<file path="src/rtl/rw_reg_pkg.sv">
// Purpose: shared constants and helpers for the byte-lane read/write register.
//   LANE_W             : bits per write-strobe lane
//   DEFAULT_DATA_WIDTH : default stored-value width
//   lane_count()       : number of strobe lanes for a given data width
//   lane_width()       : width of lane idx (the last lane may be partial)
package rw_reg_pkg;

  localparam int unsigned LANE_W             = 8;
  localparam int unsigned DEFAULT_DATA_WIDTH = 16;

  function automatic int unsigned lane_count(input int unsigned dw);
    return (dw + LANE_W - 1) / LANE_W;
  endfunction

  function automatic int unsigned lane_width(input int unsigned dw, input int unsigned idx);
    return ((dw - idx * LANE_W) >= LANE_W) ? LANE_W : (dw - idx * LANE_W);
  endfunction

endpackage

</file>
<file path="src/rtl/rw_reg_unit_if.sv">
// Purpose: write bus plus register readback for rw_reg_unit.
//   wen, wstrb, value_in : write request (master -> slave)
//   value_out, wr_ack    : stored value and write acknowledge (slave -> master)
//   changed              : change-detect pulse, only with RW_REG_CHANGE_EN defined
interface rw_reg_unit_if
  import rw_reg_pkg::*;
#(
  parameter int unsigned DATA_WIDTH = DEFAULT_DATA_WIDTH
);

  localparam int unsigned NLANES = lane_count(DATA_WIDTH);

  logic                  wen;
  logic [NLANES-1:0]     wstrb;
  logic [DATA_WIDTH-1:0] value_in;
  logic [DATA_WIDTH-1:0] value_out;
  logic                  wr_ack;
`ifdef RW_REG_CHANGE_EN
  logic                  changed;
`endif

  modport master (
    output wen, wstrb, value_in,
`ifdef RW_REG_CHANGE_EN
    input  changed,
`endif
    input  value_out, wr_ack
  );

  modport slave (
    input  wen, wstrb, value_in,
`ifdef RW_REG_CHANGE_EN
    output changed,
`endif
    output value_out, wr_ack
  );

endinterface

</file>
<file path="src/rtl/rw_reg_lane.sv">
// Purpose: one strobe-qualified byte-lane register (possibly a partial lane).
//   clk, rstn : clock and asynchronous active-high reset
//   load      : lane write request (wen & wstrb[i])
//   d         : lane slice of the write data
//   q         : registered lane value
// With HAS_RESET=0 the register has no reset and powers up undefined.
module rw_reg_lane #(
  parameter int unsigned W         = 8,
  parameter bit          HAS_RESET = 1'b1,
  parameter logic [W-1:0] RST_VAL  = '0
) (
  input  logic         clk,
  input  logic         rstn,
  input  logic         load,
  input  logic [W-1:0] d,
  output logic [W-1:0] q
);

  // A write is never accepted while reset is held, even for a non-reset lane.
  logic load_ok_c;
  assign load_ok_c = load & ~rstn;

  generate
    if (HAS_RESET) begin : g_rst
      always_ff @(posedge clk or posedge rstn) begin
        if (rstn)           q <= RST_VAL;
        else if (load_ok_c) q <= d;
      end
    end else begin : g_nrst
      always_ff @(posedge clk) begin
        if (load_ok_c) q <= d;
      end
    end
  endgenerate

endmodule

</file>
<file path="src/rtl/rw_reg_unit.sv">
// Purpose: byte-strobed read/write register with 1-cycle write latency.
//   clk, rstn : clock and asynchronous active-high reset
//   bus       : rw_reg_unit_if slave (wen/wstrb/value_in in, value_out/wr_ack out)
// Optional macro RW_REG_CHANGE_EN adds the registered 'changed' pulse.
module rw_reg_unit
  import rw_reg_pkg::*;
#(
  parameter int unsigned           DATA_WIDTH  = DEFAULT_DATA_WIDTH,
  parameter int unsigned           HAS_RESET   = 1,
  parameter logic [DATA_WIDTH-1:0] RESET_VALUE = '0
) (
  input logic         clk,
  input logic         rstn,
  rw_reg_unit_if.slave bus
);

  localparam int unsigned NLANES = lane_count(DATA_WIDTH);

  logic [DATA_WIDTH-1:0] value_q;
  logic                  wr_ack_q;

  // One register per strobe lane; the last lane is narrowed to the remaining bits.
  for (genvar i = 0; i < NLANES; i++) begin : g_lane
    localparam int unsigned LO = i * LANE_W;
    localparam int unsigned LW = lane_width(DATA_WIDTH, i);

    rw_reg_lane #(
      .W         (LW),
      .HAS_RESET (HAS_RESET != 0),
      .RST_VAL   (RESET_VALUE[LO +: LW])
    ) u_lane (
      .clk  (clk),
      .rstn (rstn),
      .load (bus.wen & bus.wstrb[i]),
      .d    (bus.value_in[LO +: LW]),
      .q    (value_q[LO +: LW])
    );
  end

  // Every accepted write is acknowledged, including all-zero strobes.
  always_ff @(posedge clk or posedge rstn) begin
    if (rstn) wr_ack_q <= 1'b0;
    else      wr_ack_q <= bus.wen;
  end

  assign bus.value_out = value_q;
  assign bus.wr_ack    = wr_ack_q;

`ifdef RW_REG_CHANGE_EN
  logic [DATA_WIDTH-1:0] mask_c;
  logic [DATA_WIDTH-1:0] merged_c;
  logic                  changed_q;

  // Value the register will hold after this edge if the write is accepted.
  always_comb begin
    mask_c = '0;
    for (int b = 0; b < int'(DATA_WIDTH); b++) begin
      mask_c[b] = bus.wstrb[b / int'(LANE_W)];
    end
    merged_c = (value_q & ~mask_c) | (bus.value_in & mask_c);
  end

  always_ff @(posedge clk or posedge rstn) begin
    if (rstn) changed_q <= 1'b0;
    else      changed_q <= bus.wen & (|(merged_c ^ value_q));
  end

  assign bus.changed = changed_q;
`endif

endmodule

</file>
<file path="src/flat_wrapper.sv">
// flat-port wrapper written by rule: the top's interface ports become plain ports
module rw_reg_unit_flat import rw_reg_pkg::*;
#(
  parameter int unsigned           DATA_WIDTH  = DEFAULT_DATA_WIDTH,
  parameter int unsigned           HAS_RESET   = 1,
  parameter logic [DATA_WIDTH-1:0] RESET_VALUE = '0
)
  (clk, rstn, bus_wen, bus_wstrb, bus_value_in, bus_value_out, bus_wr_ack);
  rw_reg_unit_if #(.DATA_WIDTH(DATA_WIDTH)) bus_i ();
  input logic clk;
  input logic rstn;
  input wire logic [$bits(bus_i.wen)-1:0] bus_wen;
  input wire logic [$bits(bus_i.wstrb)-1:0] bus_wstrb;
  input wire logic [$bits(bus_i.value_in)-1:0] bus_value_in;
  output wire logic [$bits(bus_i.value_out)-1:0] bus_value_out;
  output wire logic [$bits(bus_i.wr_ack)-1:0] bus_wr_ack;
  assign bus_i.wen = bus_wen;
  assign bus_i.wstrb = bus_wstrb;
  assign bus_i.value_in = bus_value_in;
  assign bus_value_out = bus_i.value_out;
  assign bus_wr_ack = bus_i.wr_ack;
  rw_reg_unit #(.DATA_WIDTH(DATA_WIDTH), .HAS_RESET(HAS_RESET), .RESET_VALUE(RESET_VALUE)) u_core (.clk(clk), .rstn(rstn), .bus(bus_i));
endmodule
</file>
<file path="config.mk">
export PLATFORM = sky130hd
export DESIGN_NAME = rw_reg_unit_flat
export DESIGN_NICKNAME = d
export VERILOG_FILES = /design/src/rtl/rw_reg_pkg.sv /design/src/rtl/rw_reg_unit_if.sv /design/src/rtl/rw_reg_lane.sv /design/src/rtl/rw_reg_unit.sv /design/src/flat_wrapper.sv
export SDC_FILE = /design/constraint.sdc
export NUM_CORES = 1
export LEC_CHECK = 0
export CAP_MARGIN = 20
export CORE_MARGIN = 2
export CORE_UTILIZATION = 30
export CTS_CLUSTER_DIAMETER = 50
export CTS_CLUSTER_SIZE = 25
export DETAILED_ROUTE_END_ITERATION = 8
export GPL_TIMING_DRIVEN = 0
export PLACE_DENSITY = 0.64
export SYNTH_ARGS = -nofsm -noshare
export SYNTH_HDL_FRONTEND = slang
export SYNTH_SLANG_ARGS = --single-unit
export TNS_END_PERCENT = 20
</file>
<file path="constraint.sdc">
create_clock -name clk -period 1.16 [get_ports clk]
set_input_delay 0.174 -clock clk [delete_from_list [all_inputs] [get_ports clk]]
set_output_delay 0.174 -clock clk [all_outputs]
set_load 0.01 [all_outputs]
</file>
# ---- After elaboration in Yosys (flattened, before gate mapping)
# Cells that the tools add are included.
dict set report word_totals {
  ramBits 0
  n_memories 0
  latch_bits 0
  wordCells 8
  inputBits 21
  register_bits 17
  romBits 0
  output_inout_bits 17
}
dict set report op_classes {
  shifts 0
  n_mul 0
  eq_ne 0
  reduce_logical 0
  div 0
  add_sub_neg 0
  n_bitwise 5
  magnitude_cmp 0
  mux 0
}
# cell count
set op_table {}
lappend op_table {{bitwise AND 1 bit} 4}
lappend op_table {{NOT 1 bit} 1}

# ---- Depth between registers and ports, before layout
# Gate-level depths: netlist (run 1).
dict set report logic_depth {
  ltp_word 2
  depth_mapped 2
  mapped_depth_nobuf 2
}

# ---- By module
# From an unflattened synthesis (run 1), not the netlist that was laid out.
dict set report hier_totals {
  cells_unflattened 42
  area_unflattened_um2 724.4
}
# module seq_area_each_um2 cells_each n_inst area_per_inst_um2
set modules_own_cells {}
lappend modules_own_cells {rw_reg_lane 200.2 19 2 341.6}
lappend modules_own_cells {rw_reg_unit 25.0 4 1 41.3}

# ---- Least setup slack after synthesis (run 1)
# Ideal clock, no wire load.
dict set report synth_timing {
  path_type {input port to flip-flop}
  startpoint {input port rstn}
  endpoint {register u_core.g_lane[0].u_lane.q[0]}
  n_path_buf 0
  setup_ps 125
  required_time_ps 1035
  arrival_ps 654
  setup_slack_ps 381
  cell_stages 2
  path_cell_list {nand3b_4 > mux2_2}
}
dict set report synth_between {
  elab_chain_cells 2
}
# item line
set synth_rtl {}
lappend synth_rtl {{from (decl)} flat_wrapper.sv:11} ;# input logic rstn;
lappend synth_rtl {{NOT 1 bit} rw_reg_lane.sv:21} ;# assign load_ok_c = load & ~rstn;
lappend synth_rtl {{bitwise AND 1 bit} rw_reg_lane.sv:21}
lappend synth_rtl {{to (signal assigned)} rw_reg_lane.sv:26} ;# if (rstn) q <= RST_VAL;
lappend synth_rtl {{to (signal assigned)} rw_reg_lane.sv:27} ;# else if (load_ok_c) q <= d;
lappend synth_rtl {{to (decl)} rw_reg_lane.sv:16} ;# output logic [W-1:0] q
# Every way passes these cells.
# A chain may end at the register's enable or synchronous reset.

# ---- Final worst setup path (run 1)
dict set report layout_timing {
  startpoint {input port bus_wen}
  endpoint {register u_core.g_lane[0].u_lane.q[4]}
}
dict set report layout_between {
  elab_chain_cells 2
}
# item line
set layout_rtl {}
lappend layout_rtl {{from (decl)} flat_wrapper.sv:12} ;# input wire logic [$bits(bus_i.wen)-1:0] bus_wen;
lappend layout_rtl {{bitwise AND 1 bit} rw_reg_unit.sv:34} ;# .load (bus.wen & bus.wstrb[i]),
lappend layout_rtl {{bitwise AND 1 bit} rw_reg_lane.sv:21}
# Every way passes these cells.

==> results of run 1 <==
-- worst paths after layout --
path / slack [ns] / cells past startpoint / end
max reg2reg: 0.41 / 1 / u_core.g_lane[0].u_lane.q[2]$_DFFE_PP0P_
min: 0.35 / 2 / u_core.g_lane[0].u_lane.q[5]$_DFFE_PP0P_
min reg2reg: 0.51 / 1 / u_core.g_lane[1].u_lane.q[1]$_DFFE_PP0P_
max in group asynchronous: 0.39 / 2 / u_core.g_lane[0].u_lane.q[7]$_DFFE_PP0P_
min in group clk: 0.50 / 2 / u_core.g_lane[0].u_lane.q[5]$_DFFE_PP0P_
max: 0.07 / 3 / u_core.g_lane[0].u_lane.q[4]$_DFFE_PP0P_
-- metal layers --
| metal | routed length, µm | up-vias | share of wire (%) |
|---|---|---|---|
| met4 | 24 | 0 | 1.8 |
| met5 | 0 | - | 0 |
| met2 | 615 | 22 | 47 |
| met1 | 571 | 207 | 43 |
| met3 | 101 | 2 | 7.7 |
| li1 | - | 212 | - |
-- sequential cells by signal, summed over array words and instances, names as in the netlist --
register,cells
u_core.g_lane.u_lane.q,16
u_core.bus.wr_ack,1
-- through the flow --
step | worst slack [ns] | utilization, % | cell area [µm²]
finish | 0.0697 | 53.9 | 1080
global route | 0.00306 | 53.9 | 1080
CTS | 0.0181 | 52.9 | 1060
detailed placement | -0.244 | 52.6 | 1050
global placement | -0.223 | 52.6 | 1050
floorplan | 0.381 | - | 649
-- area by class of cell --
type	instances	area, µm²	share of cell area, %
inverters	1	3.75	0.348
clock buffers	4	26.3	2.44
multi-input cells	18	220	20.4
well taps	27	33.8	3.13
repair buffers	37	369	34.2
flip-flops and latches	17	425	39.4
-- worst max-delay path, cell delays in order --
cell and delay [ns]:
clkdlybuf4s50_1 0.60, nand3b_4 0.18, mux2_2 0.30
-- power by group through the flow --
| stage | clock [mW] | combinational [mW] | sequential (mW) |
|---|---|---|---|
| 2_1_floorplan | 0 | 0.118 | 0.813 |
| 3_3_place_gp | 0 | 0.477 | 0.755 |
| 3_5_place_dp | 0 | 0.482 | 0.760 |
| 4_1_cts | 0.325 | 0.406 | 0.743 |
| 5_1_grt | 0.372 | 0.455 | 0.765 |
| 6_report | 0.305 | 0.419 | 0.746 |
-- kinds of logic (layout without fill, tap and decap cells) --
kind of cell,after synthesis,after routing,share of synthesized area (%)
simple gates,2,2,6.17
buf+inv,1,42,0.577
mux,16,16,27.7
flops,17,17,65.5
-- cells in the final DEF (no fill, tap or decap) --
cell / n
clkbuf_4: 3
inv_1: 1
nand3b_4: 2
dfrtp_1: 17
mux2_2: 16
dlygate4sd2_1: 1
clkbuf_1: 1
clkdlybuf4s50_1: 20
clkdlybuf4s15_1: 16
-- what timing repair did --
item	CTS	global route
pin swaps	0	0
resized for setup	17	16
endpoints found under the setup margin	17	16
hold buffers	0	0
==> metrics.md, run 1 <==
| Metric | Value |
|---|---|
| Critical path data required time | 1.33 ns |
| Sequential-to-total area share from yosys stat | 65.5% |
| IO buf count | 37 |
| Largest net degree at the start of global routing | 18 |
| Measured slew at the worst slew-check pin | 0.659 ns |
| Slew Viols, Final | 0 |
| Post-synth EDFFs | 0 |
| Clk sink count | 17 |
| Pwr Total | ~1.5 mW |
| Vias in the first global route | slightly below 500 |
| Type of the worst min-delay path | input port to asynchronous set/reset pin |
| Top FF cell, synth | dfrtp_1 |
| Yosys top cell by area | dfrtp_1 |
| Startpoint class of the critical path | input port |
| FF-to-FF Start | u_core.g_lane[0].u_lane.q[2]$_DFFE_PP0P_ |
| Setup_tns | 0 ns |
| Leakage | 0.477 nW |
| Die Y | 50.5 µm |
| Die area | about 0.0026 mm² |
| CTS tree | yes |
| CP endpoint kind | register |
| DRT Wirelength | 1.31 mm |
| CP startpoint | bus_wen |
| Synth Instances | 36 |
| # rows | 16 |
| Peak VDD IR | 0.636 mV |
| Synth cell count leaders | dfrtp_1 (17), mux2_2 (16), nand3b_4 (2) |
| Internal power | 1.10 mW |
| Post-synthesis cell type count | 4 |
| Net Count, Synth | 57 |
| Share of the synthesized area in the top cell type | 65.5% |
| Final non-filler cell total | 104 |
| Placer Congestion | 0.622 |
| Via count | 443 |
| Met2 usage | 19.5% |
| Synth area leaders | dfrtp_1 (66%), mux2_2 (28%), nand3b_4 (6.2%), inv_1 (0.58%) |
| Global route overflow | 0 |
| First-pass GRT wire length | 2.37 mm |
| Placed Cells | 100 |
| Global-route met3 utilization | under 10% |
| Slew HR | 56.0% |
| Sequential power share | 50.7% |
| DRC violation count after routing | 0 |
| Number of diodes | 0 |
| Later-pin clock latency in the skew report | 0.28 ns |
| Crit path kind | input port to register |
| Sw frac | 25.1% |
| I/O Pins | 38 |
| Num CTS Buffers | 3 |
| Htree depth | 1 |
| Clk network pwr share | around a fifth |
| Logic pwr share | 28.5% |
| Unrepaired setup endpoints after global routing | no |
| Post-synthesis async set-or-reset flop share | 100% |
| 1st-iter DRT viols | 0 |
| Global route hottest layer | met2 |
| Hold WS | 0.347 ns |
| FF+latch count, synth | 17 |
| Mean routed wirelength per cell | approximately 13 µm |
| Post-route ant nets | 0 |
| Max_cap viols | 0 |
| Final Hold Fails | 0 |
| GR Util All Layers | around an eighth |
| Critical Path AT | 1.26 ns |
| Nets | between 90 and 100 |
| Syn_area_per_cell | about 18 µm² |
| Clock transition at path regs | 0.09 ns |
| Maximum fanout along the worst path | 8 |
| Power Dens Cells | 1360 mW/mm² |
| Pre-Repair DR Iteration Count | 1 |
| Setup Skew | 0 ns |
| FMAX | just over 900 MHz |
| Die X | around 51 µm |
| Clock Path Buffers | 2 |
| Final-layout fill cell count | 174 |
| Final Cycle Share | 94.0% |
| Layout cells sized above 1 | between 20% and 30% |
| Post-Syn Area | 649 µm² |
| Min cycle time layout | ~1.1 ns |
| Post-CTS Setup Bufs | 0 |
| Warnings from Yosys | 0 |
| Area Overhead vs Synth | 66.1% |
| Status | completed |
| Initial Util | 32.4% |
| Met1 Use GR | 16.3% |
| Net Switching | 0.369 mW |
| Top-count cell post-synth | dfrtp_1 |
| Setup Viol. Count Final | 0 |
| Root Buffer | clkbuf_4 |
| Initial antenna violation count | 0 |
| Via density | between 4 and 5 |
| Core area | about 0.0020 mm² |
No activity file was read; power rests on OpenSTA's default activity.
==> inputs of run 2 (changes only) <==
--- a/config.mk
+++ b/config.mk
@@ -7,12 +7,12 @@
 export LEC_CHECK = 0
 export CAP_MARGIN = 20
 export CORE_MARGIN = 2
-export CORE_UTILIZATION = 30
+export CORE_UTILIZATION = 38
 export CTS_CLUSTER_DIAMETER = 50
 export CTS_CLUSTER_SIZE = 25
 export DETAILED_ROUTE_END_ITERATION = 8
 export GPL_TIMING_DRIVEN = 0
-export PLACE_DENSITY = 0.64
+export PLACE_DENSITY = 0.79
 export SYNTH_ARGS = -nofsm -noshare
 export SYNTH_HDL_FRONTEND = slang
 export SYNTH_SLANG_ARGS = --single-unit
==> run 2 against run 1 <==
- sequential power barely moved
- wire length shrank 7.2%
- non-clock buffer count unchanged
- register-to-register slack barely moved
- power about the same
- critical path depth shrank 2
- setup slack worse by 0.015 ns
- critical path type is now register to output pin
- sequential share of layout area grew 0.65 points
- clock skew unchanged
- highest routed layer unchanged
==> metrics.md, run 2 (same netlist as run 1, synthesis figures left out) <==
| Metric | Value |
|---|---|
| Status | completed (unchanged) |
| Number of diodes | 0 (unchanged) |
| Area Overhead vs Synth | 63.4% (was 66.1%) |
| Critical path depth | 1 (was 3) |
| Root Buffer | clkbuf_4 (unchanged) |
| Critical path data required time | 0.99 ns (was 1.33 ns) |
| DRT Wirelength | 1.22 mm (was 1.31 mm) |
| Largest net degree at the start of global routing | 18 (unchanged) |
| Initial Util | 41.7% (was 32.4%) |
| Slew Viols, Final | 0 (unchanged) |
| Layout cells sized above 1 | 29.9% (was 27.3%) |
| Crit path to | bus_wr_ack (was u_core.g_lane[0].u_lane.q[4]$_DFFE_PP0P_) |
| Wire length on met3 | 126 µm (was 101 µm) |
| Met2 WL | 582 µm (was 615 µm) |
| Max FFs per register | 16 (unchanged) |
| Core area | 0.00156 mm² (was 0.00200 mm²) |
| Setup Skew | 0 ns (unchanged) |
| Power Dens Cells | 1390 mW/mm² (was 1360 mW/mm²) |
| FMAX | 905 MHz (was 917 MHz) |
| Crit path kind | register to output pin (was input port to register) |
| Slowest stage delay, CP | 0.36 ns (was 0.60 ns) |
| Final Hold Fails | 0 (unchanged) |
| Htree depth | 1 (unchanged) |
| Startpoint class of the critical path | register (was input port) |
| Slew HR | 59.7% (was 56.0%) |
| Clk sink count | 17 (unchanged) |
| Most frequent cells in the layout | clkdlybuf4s50_1 (20), dfrtp_1 (17), mux2_2 (16), clkdlybuf4s15_1 (15), clkbuf_4 (3) (was clkdlybuf4s50_1 (20), dfrtp_1 (17), mux2_2 (16), clkdlybuf4s15_1 (16), clkbuf_4 (3)) |
| CTS tree | yes (unchanged) |
| Die Y | 45.3 µm (was 50.5 µm) |
| Mean routed wirelength per cell | 13.1 µm (was 12.6 µm) |
| Via density | 4.78 (was 4.26) |
| Num CTS Buffers | 3 (unchanged) |
| Maximum fanout along the worst path | 1 (was 8) |
| Biggest register | u_core.g_lane.u_lane.q (unchanged) |
| First-pass GRT wire length | 1.97 mm (was 2.37 mm) |
| CP top delay family | flip-flops (was buffers and inverters) |
| Peak VDD IR | 0.864 mV (was 0.636 mV) |
| Crit path max-delay cell type | dfrtp_1 (was clkdlybuf4s50_1) |
| Final WS setup | 0.0544 ns (was 0.0697 ns) |
| Later-pin clock latency in the skew report | 0.28 ns (about the same) |
| Critical Path AT | 0.93 ns (was 1.26 ns) |
| # hold bufs at CTS | 0 (unchanged) |
| Clock Path Buffers | 2 (unchanged) |
| Unrepaired setup endpoints after global routing | no (unchanged) |
| Pre-Repair DR Iteration Count | 4 (was 1) |
| # rows | 14 (was 16) |
| Cell count of the worst reg-to-reg path | 1 (unchanged) |
| Dpl ws | -0.220 ns (was -0.244 ns) |
| Post-route ant nets | 0 (unchanged) |
| Final Cycle Share | 95.3% (was 94.0%) |
| 1st-iter DRT viols | 3 (was 0) |
| Min cycle time layout | 1.11 ns (was 1.09 ns) |
| IO buf count | 37 (unchanged) |
| Die X | 45.3 µm (was 50.5 µm) |
| Setup Viol. Count Final | 0 (unchanged) |
| GR Util All Layers | 14.2% (was 13.1%) |
| FF-to-FF Start | u_core.g_lane[0].u_lane.q[7]$_DFFE_PP0P_ (was u_core.g_lane[0].u_lane.q[2]$_DFFE_PP0P_) |
| Nets | 99 (unchanged) |
| Via count | 445 (was 443) |
| Global route overflow | 0 (unchanged) |
| Max_cap viols | 0 (unchanged) |
| Measured slew at the worst slew-check pin | 0.603 ns (was 0.659 ns) |
| I/O Pins | 38 (unchanged) |
| CP endpoint kind | output pin (was register) |
| Worst Path Buf+Inv | 1 (unchanged) |
| Leakage | 0.480 nW (was 0.477 nW) |
| Highest routed layer | met4 (unchanged) |
| Met1 WL | 497 µm (was 571 µm) |
| Setup_tns | 0 ns (unchanged) |
| Crit-path cells | dlygate4sd2_1 (was clkdlybuf4s50_1, nand3b_4, mux2_2) |
| CP startpoint | u_core.bus.wr_ack$_DFF_PP0_ (was bus_wen) |
| DRC violation count after routing | 0 (unchanged) |
| Flop-to-flop setup slack | 0.40 ns (was 0.41 ns) |
| Vias in the first global route | 460 (was 481) |
| Worst r2r dst | u_core.g_lane[0].u_lane.q[7]$_DFFE_PP0P_ (was u_core.g_lane[0].u_lane.q[2]$_DFFE_PP0P_) |
| Initial antenna violation count | 0 (unchanged) |
| Die area | 0.00206 mm² (was 0.00255 mm²) |
| Most common cell after layout, fill and taps aside | clkdlybuf4s50_1 (unchanged) |
| Placer Congestion | 0.624 (was 0.622) |
| Clock transition at path regs | 0.10 ns (was 0.09 ns) |
| Type of the worst min-delay path | input port to asynchronous set/reset pin (unchanged) |
-- run 2: repair_timing --
| action | in CTS | in global routing |
|---|---|---|
| endpoints found under the setup margin | 17 | 16 |
| gates resized for setup | 17 | 17 |
| setup buffers | 0 | 0 |
-- run 2: routing by layer --
| layer | vias to the layer above | track usage (%) |
|---|---|---|
| met3 | 2 | 7.20 |
| met5 | - | 0 |
| met2 | 30 | 24.0 |
| met1 | 205 | 15.1 |
| li1 | 208 | - |
| met4 | 0 | 5.29 |
-- run 2: metrics by stage --
step | hold WS, ns | util, % | instance area (µm²) | cells | total power [mW]
floorplan | 0.100 | - | 649 | 36 | 0.930
global placement | 0.486 | 66.7 | 1040 | 89 | 1.23
detailed placement | 0.492 | 66.7 | 1040 | 89 | 1.24
CTS | 0.323 | 67.1 | 1050 | 93 | 1.48
global route | 0.365 | 68.1 | 1060 | 93 | 1.57
finish | 0.298 | 68.1 | 1060 | 93 | 1.47
-- run 2: power by group --
part           total [mW]  switching [mW]  internal, mW
Clock               0.306           0.178         0.128
Sequential          0.748          0.0492         0.699
Combinational       0.417           0.152         0.265
Total                1.47           0.379          1.09
-- run 2: worst min path at each step --
stage / end / depth (start not counted) / startpoint
floorplan: u_core.bus.wr_ack$_DFF_PP0_ / 1 / rstn
global placement: u_core.g_lane[1].u_lane.q[1]$_DFFE_PP0P_ / 1 / u_core.g_lane[1].u_lane.q[1]$_DFFE_PP0P_
detailed placement: u_core.g_lane[1].u_lane.q[0]$_DFFE_PP0P_ / 1 / u_core.g_lane[1].u_lane.q[0]$_DFFE_PP0P_
CTS: u_core.g_lane[0].u_lane.q[7]$_DFFE_PP0P_ / 2 / rstn
global route: u_core.g_lane[1].u_lane.q[7]$_DFFE_PP0P_ / 2 / rstn
finish: u_core.bus.wr_ack$_DFF_PP0_ / 2 / rstn
-- run 2: area by class of cell --
| cell class | count | area (µm²) |
|---|---|---|
| flip-flops and latches | 17 | 425 |
| inverters | 1 | 3.75 |
| clock inverters | 1 | 5.00 |
| well taps | 16 | 20.0 |
| fillers | 136 | 498 |
| clock buffers | 3 | 22.5 |
| multi-input cells | 18 | 220 |
| repair buffers | 37 | 364 |
==> inputs of run 3 (changes only) <==
--- a/config.mk
+++ b/config.mk
@@ -13,6 +13,7 @@
 export DETAILED_ROUTE_END_ITERATION = 8
 export GPL_TIMING_DRIVEN = 0
 export PLACE_DENSITY = 0.79
+export SKIP_CTS_REPAIR_TIMING = 1
 export SYNTH_ARGS = -nofsm -noshare
 export SYNTH_HDL_FRONTEND = slang
 export SYNTH_SLANG_ARGS = --single-unit
==> run 3 against run 2 <==
- non-clock buffer count is the same
- clock power barely moved
- count of clock-buffer cells in the layout stayed put
- clock skew unchanged
- wire length up 8.8%
- largest power group unchanged
- highest routed layer unchanged
==> metrics.md, run 3 (same netlist as run 1, synthesis figures left out) <==
| Metric | Value |
|---|---|
| Status | completed (unchanged) |
| Root Buffer | clkbuf_4 (unchanged) |
| Clock Path Buffers | 2 (unchanged) |
| Leakage | 0.634 nW (was 0.480 nW) |
| Die area | 0.00206 mm² (unchanged) |
| Slew HR | 58.8% (was 59.7%) |
| Setup Viol. Count Final | 0 (unchanged) |
| Global route overflow | 0 (unchanged) |
| Maximum fanout along the worst path | 8 (was 1) |
| Startpoint class of the critical path | input port (was register) |
| Clk sink count | 17 (unchanged) |
| CP endpoint kind | register (was output pin) |
| CTS tree | yes (unchanged) |
| I/O Pins | 38 (unchanged) |
| Area Overhead vs Synth | 70.9% (was 63.4%) |
| Setup Skew | 0 ns (unchanged) |
| FF-to-FF Start | u_core.g_lane[0].u_lane.q[0]$_DFFE_PP0P_ (was u_core.g_lane[0].u_lane.q[7]$_DFFE_PP0P_) |
| Num CTS Buffers | 3 (unchanged) |
| Max FFs per register | 16 (unchanged) |
| Mean routed wirelength per cell | 14.2 µm (was 13.1 µm) |
| Most frequent cells in the layout | clkdlybuf4s50_1 (20), dlymetal6s2s_1 (17), dfrtp_1 (17), mux2_2 (16), clkbuf_4 (3) (was clkdlybuf4s50_1 (20), dfrtp_1 (17), mux2_2 (16), clkdlybuf4s15_1 (15), clkbuf_4 (3)) |
| Via count | 439 (was 445) |
| GR Util All Layers | 14.2% (unchanged) |
| Power Dens Cells | 1350 mW/mm² (was 1390 mW/mm²) |
| Largest net degree at the start of global routing | 18 (unchanged) |
| Core area | 0.00156 mm² (unchanged) |
| Met1 WL | 511 µm (was 497 µm) |
| Critical path data required time | 1.33 ns (was 0.99 ns) |
| Initial Util | 41.7% (unchanged) |
| DRC violation count after routing | 0 (unchanged) |
| Layout cells sized above 1 | 28.6% (was 29.9%) |
| Min cycle time layout | 1.07 ns (was 1.11 ns) |
| # rows | 14 (unchanged) |
| Die Y | 45.3 µm (unchanged) |
| IO buf count | 37 (unchanged) |
| Crit path kind | input port to register (was register to output pin) |
| Post-route ant nets | 0 (unchanged) |
| Wire length on met3 | 130 µm (was 126 µm) |
| Nets | 99 (unchanged) |
| Number of diodes | 0 (unchanged) |
| Highest routed layer | met4 (unchanged) |
| Type of the worst min-delay path | input port to asynchronous set/reset pin (unchanged) |
| Critical Path AT | 1.24 ns (was 0.93 ns) |
| Via density | 4.72 (was 4.78) |
| Final WS setup | 0.0901 ns (was 0.0544 ns) |
| Max_cap viols | 0 (unchanged) |
| Htree depth | 1 (unchanged) |
| Final Cycle Share | 92.2% (was 95.3%) |
| Peak VDD IR | 0.933 mV (was 0.864 mV) |
| Biggest register | u_core.g_lane.u_lane.q (unchanged) |
| Dpl ws | -0.220 ns (unchanged) |
| Later-pin clock latency in the skew report | 0.28 ns (about the same) |
| DRT Wirelength | 1.33 mm (was 1.22 mm) |
| Pwr Total | 1.50 mW (was 1.47 mW) |
| CP startpoint | bus_wen (was u_core.bus.wr_ack$_DFF_PP0_) |
| Vias in the first global route | 461 (was 460) |
| Placer Congestion | 0.624 (unchanged) |
| Clock transition at path regs | 0.10 ns (about the same) |
| Initial antenna violation count | 0 (unchanged) |
| Die X | 45.3 µm (unchanged) |
| Met2 WL | 670 µm (was 582 µm) |
| Most common cell after layout, fill and taps aside | clkdlybuf4s50_1 (unchanged) |
| Pre-Repair DR Iteration Count | 4 (unchanged) |
| Measured slew at the worst slew-check pin | 0.617 ns (was 0.603 ns) |
| Final Hold Fails | 0 (unchanged) |
| Unrepaired setup endpoints after global routing | no (unchanged) |
| Final-layout fill cell count | 124 (was 136) |
| 1st-iter DRT viols | 3 (unchanged) |
| First-pass GRT wire length | 1.97 mm (about the same) |
| FMAX | 935 MHz (was 905 MHz) |
| Slew Viols, Final | 0 (unchanged) |
-- run 3: cell types whose count changed in the layout (fill, tap and decap cells not counted), sizes merged --
cell / before / now
clkdlybuf4s15: 15 / 0
dlymetal6s2s: 0 / 17
dlygate4sd2: 1 / 0
clkbuf: 4 / 3
-- run 3: path summary, 6_finish.rpt --
| check | end | slack [ns] | cells past startpoint |
|---|---|---|---|
| setup / recovery | u_core.g_lane[0].u_lane.q[0]$_DFFE_PP0P_ | 0.09 | 3 |
| hold / removal | u_core.bus.wr_ack$_DFF_PP0_ | 0.31 | 2 |
| setup reg to reg | u_core.g_lane[0].u_lane.q[0]$_DFFE_PP0P_ | 0.38 | 1 |
| hold reg to reg | u_core.g_lane[0].u_lane.q[1]$_DFFE_PP0P_ | 0.51 | 1 |
| max in group asynchronous | u_core.g_lane[0].u_lane.q[1]$_DFFE_PP0P_ | 0.45 | 2 |
| min in group clk | u_core.bus.wr_ack$_DFF_PP0_ | 0.48 | 1 |
-- run 3: per-layer routing --
layer,vias up,global-route usage [%]
li1,208,-
met1,199,15.1
met2,30,24.0
met3,2,7.20
met4,0,5.29
met5,-,0
-- run 3: critical path, cell delays in order --
cell and delay [ns]:
clkdlybuf4s50_1 0.58, nand3b_4 0.17, mux2_2 0.31
-- run 3: area by class of cell --
| type | instances | area [µm²] | share of cell area [%] |
|---|---|---|---|
| Timing Repair Buffer | 37 | 413 | 37.2 |
| Multi-Input combinational cell | 18 | 220 | 19.8 |
| Tap cell | 16 | 20.0 | 1.80 |
| Inverter | 1 | 3.75 | 0.338 |
| Sequential cell | 17 | 425 | 38.3 |
| Clock inverter | 1 | 5.00 | 0.451 |
| Clock buffer | 3 | 22.5 | 2.03 |
-- run 3: through the flow --
| step | hold WS (ns) | TNS, ns | utilization, % | std cells | instance area (µm²) |
|---|---|---|---|---|---|
| final | 0.308 | 0 | 71.2 | 93 | 1110 |
| after CTS | 0.323 | -3.50 | 68.5 | 93 | 1070 |
| after floorplan | 0.100 | 0 | - | 36 | 649 |
| after global placement | 0.486 | -3.10 | 66.7 | 89 | 1040 |
| after global routing | 0.364 | 0 | 71.2 | 93 | 1110 |
| after detailed placement | 0.492 | -3.40 | 66.7 | 89 | 1040 |
-- run 3: power breakdown --
part	internal, mW	switching [mW]	leakage (nW)
sequential	0.699	0.0468	0.201
combinational	0.294	0.156	0.415
clock	0.128	0.178	0.0177
total	1.12	0.380	0.634
